--- config.mk ---
export PLATFORM = sky130hd
export DESIGN_NAME = apb_xbar_rr
export DESIGN_NICKNAME = d
export VERILOG_FILES = /design/src/rtl/apb_xbar_rr_pkg.sv /design/src/rtl/rr_arbiter.sv /design/src/rtl/apb_xbar_rr.sv
export SDC_FILE = /design/constraint.sdc
export NUM_CORES = 1
export LEC_CHECK = 0
export CORE_ASPECT_RATIO = 0.7
export CORE_UTILIZATION = 31
export CTS_CLUSTER_SIZE = 16
export DETAILED_ROUTE_END_ITERATION = 16
export PLACE_DENSITY = 0.85
export SLEW_MARGIN = 20
export SYNTH_ARGS = -nofsm -noshare
export SYNTH_HDL_FRONTEND = slang
export SYNTH_SLANG_ARGS = --single-unit
export TNS_END_PERCENT = 10
--- constraint.sdc ---
create_clock -name clk -period 1.85 [get_ports clk]
set_input_delay 0.185 -clock clk [delete_from_list [all_inputs] [get_ports clk]]
set_output_delay 0.185 -clock clk [all_outputs]
set_load 0.005 [all_outputs]
--- src/rtl/apb_xbar_rr_pkg.sv ---
// Shared FSM encoding, index-width macro and the default MMU address map for apb_xbar_rr.
`ifndef APB_XBAR_RR_CLOG2
`define APB_XBAR_RR_CLOG2(x) (((x) <= 1) ? 1 : $clog2(x))
`endif

package apb_xbar_rr_pkg;

  typedef enum logic [1:0] {
    IDLE   = 2'd0,
    SETUP  = 2'd1,
    ACCESS = 2'd2
  } state_e;

  // MMU map: four 4 KiB windows from 0x0000, slice i is slave i.
  localparam int MMU_SLAVES = 4;
  localparam int MMU_AW     = 16;
  localparam logic [MMU_SLAVES*MMU_AW-1:0] MMU_BASE =
    {16'h3000, 16'h2000, 16'h1000, 16'h0000};
  localparam logic [MMU_SLAVES*MMU_AW-1:0] MMU_MASK =
    {16'hF000, 16'hF000, 16'hF000, 16'hF000};

endpackage

--- src/rtl/rr_arbiter.sv ---
// Round-robin arbiter: picks the first requester after last-granted, registers the winner.
// The pointer only moves on a completed transfer (adv_i), so aborted grants keep their priority.
module rr_arbiter
  import apb_xbar_rr_pkg::*;
#(
  parameter  int N  = 2,
  localparam int IW = `APB_XBAR_RR_CLOG2(N)
) (
  input  logic          clk,
  input  logic          rst,
  input  logic [N-1:0]  req_i,
  input  logic          load_i,
  input  logic          adv_i,
  input  logic          clr_i,
  output logic [IW-1:0] pick_o,
  output logic [IW-1:0] gnt_idx_o,
  output logic          gnt_vld_o
);

  logic [IW-1:0] last_q;
  logic [IW-1:0] gnt_q;
  logic          vld_q;

  // Descending scan so the requester closest after last_q is written last.
  always_comb begin
    pick_o = last_q;
    for (int k = N; k >= 1; k--) begin
      if (req_i[IW'((int'(last_q) + k) % N)]) begin
        pick_o = IW'((int'(last_q) + k) % N);
      end
    end
  end

  always_ff @(posedge clk) begin
    if (rst) begin
      last_q <= IW'(N - 1);
      gnt_q  <= '0;
      vld_q  <= 1'b0;
    end else begin
      if (load_i && |req_i) begin
        gnt_q <= pick_o;
        vld_q <= 1'b1;
      end else if (clr_i) begin
        vld_q <= 1'b0;
      end
      if (adv_i) begin
        last_q <= gnt_q;
      end
    end
  end

  assign gnt_idx_o = gnt_q;
  assign gnt_vld_o = vld_q;

endmodule

--- src/rtl/apb_xbar_rr.sv ---
// N-master / M-slave APB crossbar over one round-robin path; IDLE->SETUP->ACCESS per transfer.
// Define APB_XBAR_TIMEOUT_EN to bound ACCESS to TIMEOUT_CYCLES wait states with a forced PSLVERR.
module apb_xbar_rr
  import apb_xbar_rr_pkg::*;
#(
  parameter int MASTER_PORTS   = 2,
  parameter int SLAVE_PORTS    = 4,
  parameter int ADDR_WIDTH     = 16,
  parameter int DATA_WIDTH     = 16,
  parameter logic [SLAVE_PORTS*ADDR_WIDTH-1:0] SLAVE_BASE = '0,
  parameter logic [SLAVE_PORTS*ADDR_WIDTH-1:0] SLAVE_MASK = '0,
  parameter int TIMEOUT_CYCLES = 255
) (
  input  logic                               clk,
  input  logic                               rst,
  input  logic [MASTER_PORTS*ADDR_WIDTH-1:0] S_PADDR,
  input  logic [MASTER_PORTS-1:0]            S_PWRITE,
  input  logic [MASTER_PORTS-1:0]            S_PSEL,
  input  logic [MASTER_PORTS-1:0]            S_PENABLE,
  input  logic [MASTER_PORTS*DATA_WIDTH-1:0] S_PWDATA,
  output logic [MASTER_PORTS*DATA_WIDTH-1:0] S_PRDATA,
  output logic [MASTER_PORTS-1:0]            S_PREADY,
  output logic [MASTER_PORTS-1:0]            S_PSLVERR,
  output logic [ADDR_WIDTH-1:0]              M_PADDR,
  output logic                               M_PWRITE,
  output logic [SLAVE_PORTS-1:0]             M_PSEL,
  output logic                               M_PENABLE,
  output logic [DATA_WIDTH-1:0]              M_PWDATA,
  input  logic [SLAVE_PORTS*DATA_WIDTH-1:0]  M_PRDATA,
  input  logic [SLAVE_PORTS-1:0]             M_PREADY,
  input  logic [SLAVE_PORTS-1:0]             M_PSLVERR
);

  localparam int IW = `APB_XBAR_RR_CLOG2(MASTER_PORTS);
  localparam int SW = `APB_XBAR_RR_CLOG2(SLAVE_PORTS);

  state_e                  state_q, state_d;
  logic [IW-1:0]           pick, gnt;
  logic                    gnt_vld;
  logic [ADDR_WIDTH-1:0]   pick_addr, addr_q;
  logic                    write_q;
  logic [DATA_WIDTH-1:0]   wdata_q, resp_data;
  logic [SLAVE_PORTS-1:0]  sel_q, sel_d;
  logic [SW-1:0]           slv_q, slv_d;
  logic                    unmap_q, unmap_d;
  logic                    done, abort, resp_err, timeout;
  logic                    unused_penable;

  // PENABLE from the masters carries no information the bridge needs.
  assign unused_penable = ^S_PENABLE;

  rr_arbiter #(.N(MASTER_PORTS)) u_arb (
    .clk       (clk),
    .rst       (rst),
    .req_i     (S_PSEL),
    .load_i    (state_q == IDLE),
    .adv_i     (done),
    .clr_i     (done | abort),
    .pick_o    (pick),
    .gnt_idx_o (gnt),
    .gnt_vld_o (gnt_vld)
  );

  assign pick_addr = S_PADDR[pick*ADDR_WIDTH +: ADDR_WIDTH];

  // Descending scan: the lowest-index hit is written last and wins.
  always_comb begin
    unmap_d = 1'b1;
    slv_d   = '0;
    sel_d   = '0;
    for (int i = SLAVE_PORTS - 1; i >= 0; i--) begin
      if ((pick_addr & SLAVE_MASK[i*ADDR_WIDTH +: ADDR_WIDTH]) ==
          (SLAVE_BASE[i*ADDR_WIDTH +: ADDR_WIDTH] & SLAVE_MASK[i*ADDR_WIDTH +: ADDR_WIDTH])) begin
        unmap_d = 1'b0;
        slv_d   = SW'(i);
      end
    end
    if (!unmap_d) sel_d[slv_d] = 1'b1;
  end

  always_ff @(posedge clk) begin
    if (rst) begin
      state_q <= IDLE;
      addr_q  <= '0;
      write_q <= 1'b0;
      wdata_q <= '0;
      sel_q   <= '0;
      slv_q   <= '0;
      unmap_q <= 1'b0;
    end else begin
      state_q <= state_d;
      if (state_q == IDLE && |S_PSEL) begin
        addr_q  <= pick_addr;
        write_q <= S_PWRITE[pick];
        wdata_q <= S_PWDATA[pick*DATA_WIDTH +: DATA_WIDTH];
        sel_q   <= sel_d;
        slv_q   <= slv_d;
        unmap_q <= unmap_d;
      end
    end
  end

`ifdef APB_XBAR_TIMEOUT_EN
  localparam int CW = `APB_XBAR_RR_CLOG2(TIMEOUT_CYCLES + 1);
  logic [CW-1:0] tmo_cnt_q;

  always_ff @(posedge clk) begin
    if (rst || state_q != ACCESS) begin
      tmo_cnt_q <= '0;
    end else if (!M_PREADY[slv_q] && !timeout) begin
      tmo_cnt_q <= tmo_cnt_q + 1'b1;
    end
  end

  assign timeout = (tmo_cnt_q == CW'(TIMEOUT_CYCLES));
`else
  localparam int unused_timeout_cycles = TIMEOUT_CYCLES;
  assign timeout = 1'b0;
`endif

  always_comb begin
    state_d   = state_q;
    done      = 1'b0;
    abort     = 1'b0;
    resp_err  = 1'b0;
    resp_data = '0;
    S_PREADY  = '0;
    S_PSLVERR = '0;
    S_PRDATA  = '0;
    case (state_q)
      IDLE: begin
        if (|S_PSEL) state_d = SETUP;
      end
      SETUP: begin
        if (S_PSEL[gnt]) begin
          state_d = ACCESS;
        end else begin
          abort   = 1'b1;
          state_d = IDLE;
        end
      end
      ACCESS: begin
        if (!S_PSEL[gnt]) begin
          abort = 1'b1;
        end else if (unmap_q) begin
          done     = 1'b1;
          resp_err = 1'b1;
        end else if (M_PREADY[slv_q]) begin
          done      = 1'b1;
          resp_err  = M_PSLVERR[slv_q];
          resp_data = M_PRDATA[slv_q*DATA_WIDTH +: DATA_WIDTH];
        end else if (timeout) begin
          done     = 1'b1;
          resp_err = 1'b1;
        end
        if (done || abort) state_d = IDLE;
      end
      default: state_d = IDLE;
    endcase
    // A reset in the completing cycle suppresses the response.
    if (done && gnt_vld && !rst) begin
      S_PREADY[gnt]                         = 1'b1;
      S_PSLVERR[gnt]                        = resp_err;
      S_PRDATA[gnt*DATA_WIDTH +: DATA_WIDTH] = resp_data;
    end
  end

  assign M_PADDR   = (state_q != IDLE) ? addr_q  : '0;
  assign M_PWRITE  = (state_q != IDLE) ? write_q : 1'b0;
  assign M_PWDATA  = (state_q != IDLE) ? wdata_q : '0;
  assign M_PSEL    = (state_q != IDLE) ? sel_q   : '0;
  assign M_PENABLE = (state_q == ACCESS);

endmodule

======== Yosys cells after proc, flatten, opt, wreduce, memory -nomap -nowiden ========
Index checks and enable logic that the tools add are counted.
Widths: inputs -> output; s select.
storage, ports and cells
  latch bits .............................. 0
  flip-flop bits (word level) ............. 39
  RAM bits ................................ 0
  ROM bits ................................ 0
  memories kept ........................... 0
  input bits .............................. 144
  output and inout port bits .............. 74
operators by class
  reductions and logical operators ........ 11
  equality and inequality tests ........... 4
  bitwise operators ....................... 3
  mux-type cells .......................... 38
  multipliers ............................. 0
  divide/modulo/power cells ............... 0
  shift-type cells ........................ 4
  add/subtract/negate cells ............... 3
  $lt $le $gt $ge ......................... 5
operators by type and width
  kind                      count
  $mux 16                   5
  $shiftx 32x6->16          2
  $neg 5->34                1
  $shift 16x34->32 const A  1
  $shiftx 16x34->32         1
  $and 32x32->32            1
  $mux 32                   1
  $mux 1                    24
  $mux 2                    5
  $lt 1x3->1 const B        2
  $pmux 2 s3                1
  $logic_and 1x1->1         4
  $lt 1x2->1 const B        2
  $reduce_bool 2->1         2
  $add 1x1->1 const B       2
  $and 2x2->2               1
  $eq 2x1->1 const B        1
  $eq 2x2->1 const B        1
  $logic_not 2->1           1
  $ne 2x1->1 const B        1
  $ne 2x2->1 const B        1
  $pmux 1 s2                1
  $reduce_and 2->1          1
  $reduce_or 2->1           1
  5 further kinds           5

======== Longest topological paths before layout ========
  depth after elaboration ................. 8
  mapped depth ............................ 8
  depth with buffers taken out ............ 5

======== Cells and area by module ========
A second synthesis with hierarchy kept.
second synthesis, totals
  cell total of the unflattened synthesis .. 269
  area total of the unflattened synthesis .. 2313.5 µm²
by module, submodules not included
  module       times used  cells an instance  seq. area each (µm²)  area an instance (µm²)
  apb_xbar_rr  1           253                720.7                 2172.1
  rr_arbiter   1           16                 60.1                  141.4

======== Least setup slack after synthesis ========
No wires, ideal clock.
  kind .................................... flip-flop to output port
  from .................................... register state_q[0]
  to ...................................... output S_PRDATA[10]
  arrival ................................. 1410 ps
  stages on the path, launching flop included .. 7
  required time ........................... 1665 ps
  slack ................................... 255 ps
  path through ............................ dfxtp_1 inv_1 ha_1 nand3_1 nor3b_2 clkbuf_1 and3_1
on the way
  longest elaborated chain between the ends .. 5
RTL lines
  what                                                                  line                                    RTL
  from (decl)                                                           apb_xbar_rr.sv:37                       state_e state_q, state_d;
  from (signal assigned)                                                apb_xbar_rr.sv:91                       state_q <= state_d;
  $eq 2x2->1 (*)                                                        -
  named net M_PENABLE                                                   apb_xbar_rr.sv:27                       output logic M_PENABLE,
  $mux 16 / $mux 1 (equally long branches)                              apb_xbar_rr.sv:130                      case (state_q)
  $shiftx 16x34->32 / $logic_and 1x1->1 (equally long branches)         apb_xbar_rr.sv:164, apb_xbar_rr.sv:161
  $and 32x32->32 (no line) / $logic_and 1x1->1 (equally long branches)  -
  $mux 32 (*)                                                           apb_xbar_rr.sv:161                      if (done && gnt_vld && !rst) begin
  to (decl)                                                             apb_xbar_rr.sv:21                       output logic [MASTER_PORTS*DATA_WIDTH-1:0] S_PRDATA,
The timed path passes the listed nets; every way through them passes the cells marked *.

======== Final worst setup path ========
  from .................................... register state_q[0]
  to ...................................... output S_PRDATA[2]
on the way
  longest elaborated chain between the ends .. 5
RTL lines
  what                                                                  line
  $eq 2x2->1 (*)                                                        apb_xbar_rr.sv:130
  $mux 16 / $mux 1 (equally long branches)                              apb_xbar_rr.sv:130
  $shiftx 16x34->32 / $logic_and 1x1->1 (equally long branches)         apb_xbar_rr.sv:164, apb_xbar_rr.sv:161
  $and 32x32->32 (no line) / $logic_and 1x1->1 (equally long branches)  -
  $mux 32 (*)                                                           apb_xbar_rr.sv:161
Mark *: on every way between the ends. The rest lies on a longest branch, timed or not.

==> flow_metrics.tcl <==
set metrics [dict create \
    status "finished, violations left" \
    violations "setup timing" \
    die-area_mm2 0.00782 \
    grt_pass1_vias 2651 \
    arrival_ns 1.88 \
    cts_tree "built" \
    leakagePower_nw 2.31 \
    cp-start-kind "register" \
    synth-seq-cells 39 \
    vias 2582 \
    drt_first_iter_violations 100 \
    crit_family "simple AND/OR/NAND/NOR gates" \
    cp_slowest_stage_delay_ns 0.35 \
    ant_nets 0 \
    fin_crit_ns 2.06 \
    drt_first_pass_iters 4 \
    clock_path_buffers 2 \
    maxClockFrequency_mhz 485 \
    post_drt_via_cell_ratio 4.76 \
    cts_htree_levels 2 \
    yosys_warnings 0 \
    peakVddDrop_v 0.000465 \
    finalHoldViolations 0 \
    grt_usage_pct 20.6 \
    totalWireLength_um 8210 \
    final_util_pct 62.6 \
    die_h_um 74.3 \
    place_congestion 0.772 \
    cts_sinks 39 \
    layout_setup_ws_ns -0.213 \
    finalNonFillerCells 542 \
    crit_chain "inv_4 -> ha_4 -> nand3_4 -> nor3b_4 -> buf_6 -> buf_6 -> buf_6 -> and3_1 -> buf_2" \
    critPathMostFrequentCell "buf_6" \
    fin_nets 595 \
    synthesis.area_mm2 0.00231 \
    setup_violations 13 \
    path_class "register to output pin" \
    min_path_type "register to register" \
    ys_types 33 \
    power_density_mw_per_mm2 869 \
    port_buffers 158 \
    ioPinCount 218 \
    cp_max_fo 4 \
    antenna_found_initial 0 \
    numCtsBuffers 5 \
    drc 0 \
    avgSynthCellArea_um2 8.39 \
    ctsRootBufferMaster "clkbuf_8" \
    maxCapViolations 0 \
    antenna_cells 0 \
    coreArea_mm2 0.00698 \
    overflow 0 \
    cpMaxStageDelayCell "dfxtp_2" \
    dp_cells 523 \
    slew_viol_final 0 \
    die_w_um 105 \
    grt_pass1_wl_um 12700 \
    reg2reg_slack_ns 0.11 \
    skew_ns 0.00515 \
    ys_seq_area_share_pct 33.7 \
    grt_max_degree 43 \
    required_ns 1.66 \
    netlist_instances 276 \
    period_share_pct 112 \
    cp_num_buf_inv 5 \
    clkTransAtPathRegs_ns 0.08 \
    wl_per_cell_um 15.2 \
    rsz0062_at_grt "yes" \
    fp-row-count 25 \
    syn_to_final_growth_pct 88.7 \
    place_hpwl_um 5860 \
    initial_core_util_pct 33.2 \
    postCtsHoldBufs 0 \
    worstSkewPairLatency_ns 0.29 \
    drive_gt1_share_pct 18.8 \
    endpoint_kind "output pin" \
]
==> power breakdown <==
part	switching [mW]	internal, mW
Clock	0.317	0.402
Sequential	0.133	1.12
Combinational	0.905	0.925
Total	1.36	2.44
==> cells by family (layout without fill, tap and decap cells) <==
logic type	after synthesis	after routing	synth area share (%)
AND/OR/NAND/NOR	91	91	23.8
AO/OA/AOI/OAI	72	72	16.3
flip-flops	39	39	33.7
multiplexers	36	36	15.6
buffers and inverters	32	202	7.13
adder cells (fa/ha/maj)	4	4	2.16
other	1	3	0.162
XOR/XNOR	1	1	1.19
==> cell type report <==
type	instances	area, µm²
clock buffer	5	68.8
clock inverter	3	43.8
fill	585	2610
inverter	3	13.8
multi-input combinational	207	1490
sequential	39	786
tap	94	118
timing repair buffer	191	1850
==> path summary, 6_finish.rpt <==
check	depth (start not counted)	to	start
worst max-delay path	9	S_PRDATA[2]	state_q[0]
worst min register to register	2	sel_q[0]	sel_q[0]
worst min-delay path	2	sel_q[0]	sel_q[0]
worst max register to register	8	state_q[0]	state_q[1]
==> cell usage in the layout, fill, tap and decap left out, types with 15 or more instances in the layout <==
master           instances
a21oi_1                 33
and3_1                  27
buf_4                   18
buf_6                   15
clkdlybuf4s50_1         88
dfxtp_1                 37
dlygate4sd2_1           32
dlymetal6s2s_1          16
mux2i_1                 36
nor2b_1                 34
o21ai_0                 33
==> routing by layer <==
metal  GRT usage [%]  vias to the layer above  share of wire (%)
met2            38.5                       85                 50
met4            4.69                        0                1.3
met3            5.35                       11                6.1
met5               0                        -                  0
li1                -                     1304                  -
met1            24.1                     1182                 43
==> sequential cells by signal, indices dropped and copies added (netlist names) <==
signal / flops
u_arb.gnt_vld_o: 1
state_q: 2
wdata_q: 16
u_arb.last_q: 1
write_q: 1
addr_q: 16
u_arb.gnt_idx_o: 1
sel_q: 1
==> tightest hold or removal path: stages (launching register included) <==
cell	delay, ns
dfxtp_1	0.33
nor2_1	0.04
nor2_1	0.07
==> synthesized netlist by cell type <==
library cell / instances / area share, %
dfxtp_1: 39 / 34
nor2b_1: 37 / 10
mux2i_1: 36 / 16
a21oi_1: 33 / 7.1
o21ai_0: 33 / 7.1
and3_1: 32 / 8.6
clkbuf_1: 14 / 2.3
buf_2: 8 / 1.7
nor2_1: 7 / 1.1
ha_1: 4 / 2.2
nand2_1: 4 / 0.65
buf_4: 3 / 0.97
buf_6: 3 / 1.5
inv_1: 3 / 0.49
nand3_1: 2 / 0.43
a211oi_1: 1 / 0.32
a31oi_1: 1 / 0.27
and2_1: 1 / 0.27
and3b_1: 1 / 0.38
and4_1: 1 / 0.38
clkbuf_2: 1 / 0.22
conb_1: 1 / 0.16
nand2b_1: 1 / 0.27
nand3b_1: 1 / 0.32
nand4_1: 1 / 0.27
nor3_1: 1 / 0.22
nor3b_2: 1 / 0.54
nor4_1: 1 / 0.27
o21a_1: 1 / 0.32
o221ai_1: 1 / 0.38
o311ai_0: 1 / 0.38
o31ai_1: 1 / 0.32
xnor2_4: 1 / 1.2
==> through the flow <==
stage          setup WS (ns)  area (µm²)  hold slack (ns)  TNS [ns]  power, mW
6_report              -0.213        4370            0.473     -1.76       3.80
5_1_grt               -0.281        4370            0.506     -2.94       4.08
4_1_cts               -0.255        4300            0.476     -4.82       3.79
3_5_place_dp          -0.222        4080            0.457     -5.78       3.13
3_3_place_gp          -0.213        4080            0.450     -4.91       3.06
2_1_floorplan          0.255        2320            0.381         0       2.16
==> timing repair <==
| action | in CTS | in global routing |
|---|---|---|
| buffers inserted | 9 | 0 |
| pin swaps | 10 | 1 |
| cloned | 2 | 0 |
| resized for setup | 142 | 33 |
| endpoints found under the setup margin | 70 | 78 |
Power figures use the tool's default switching activity.
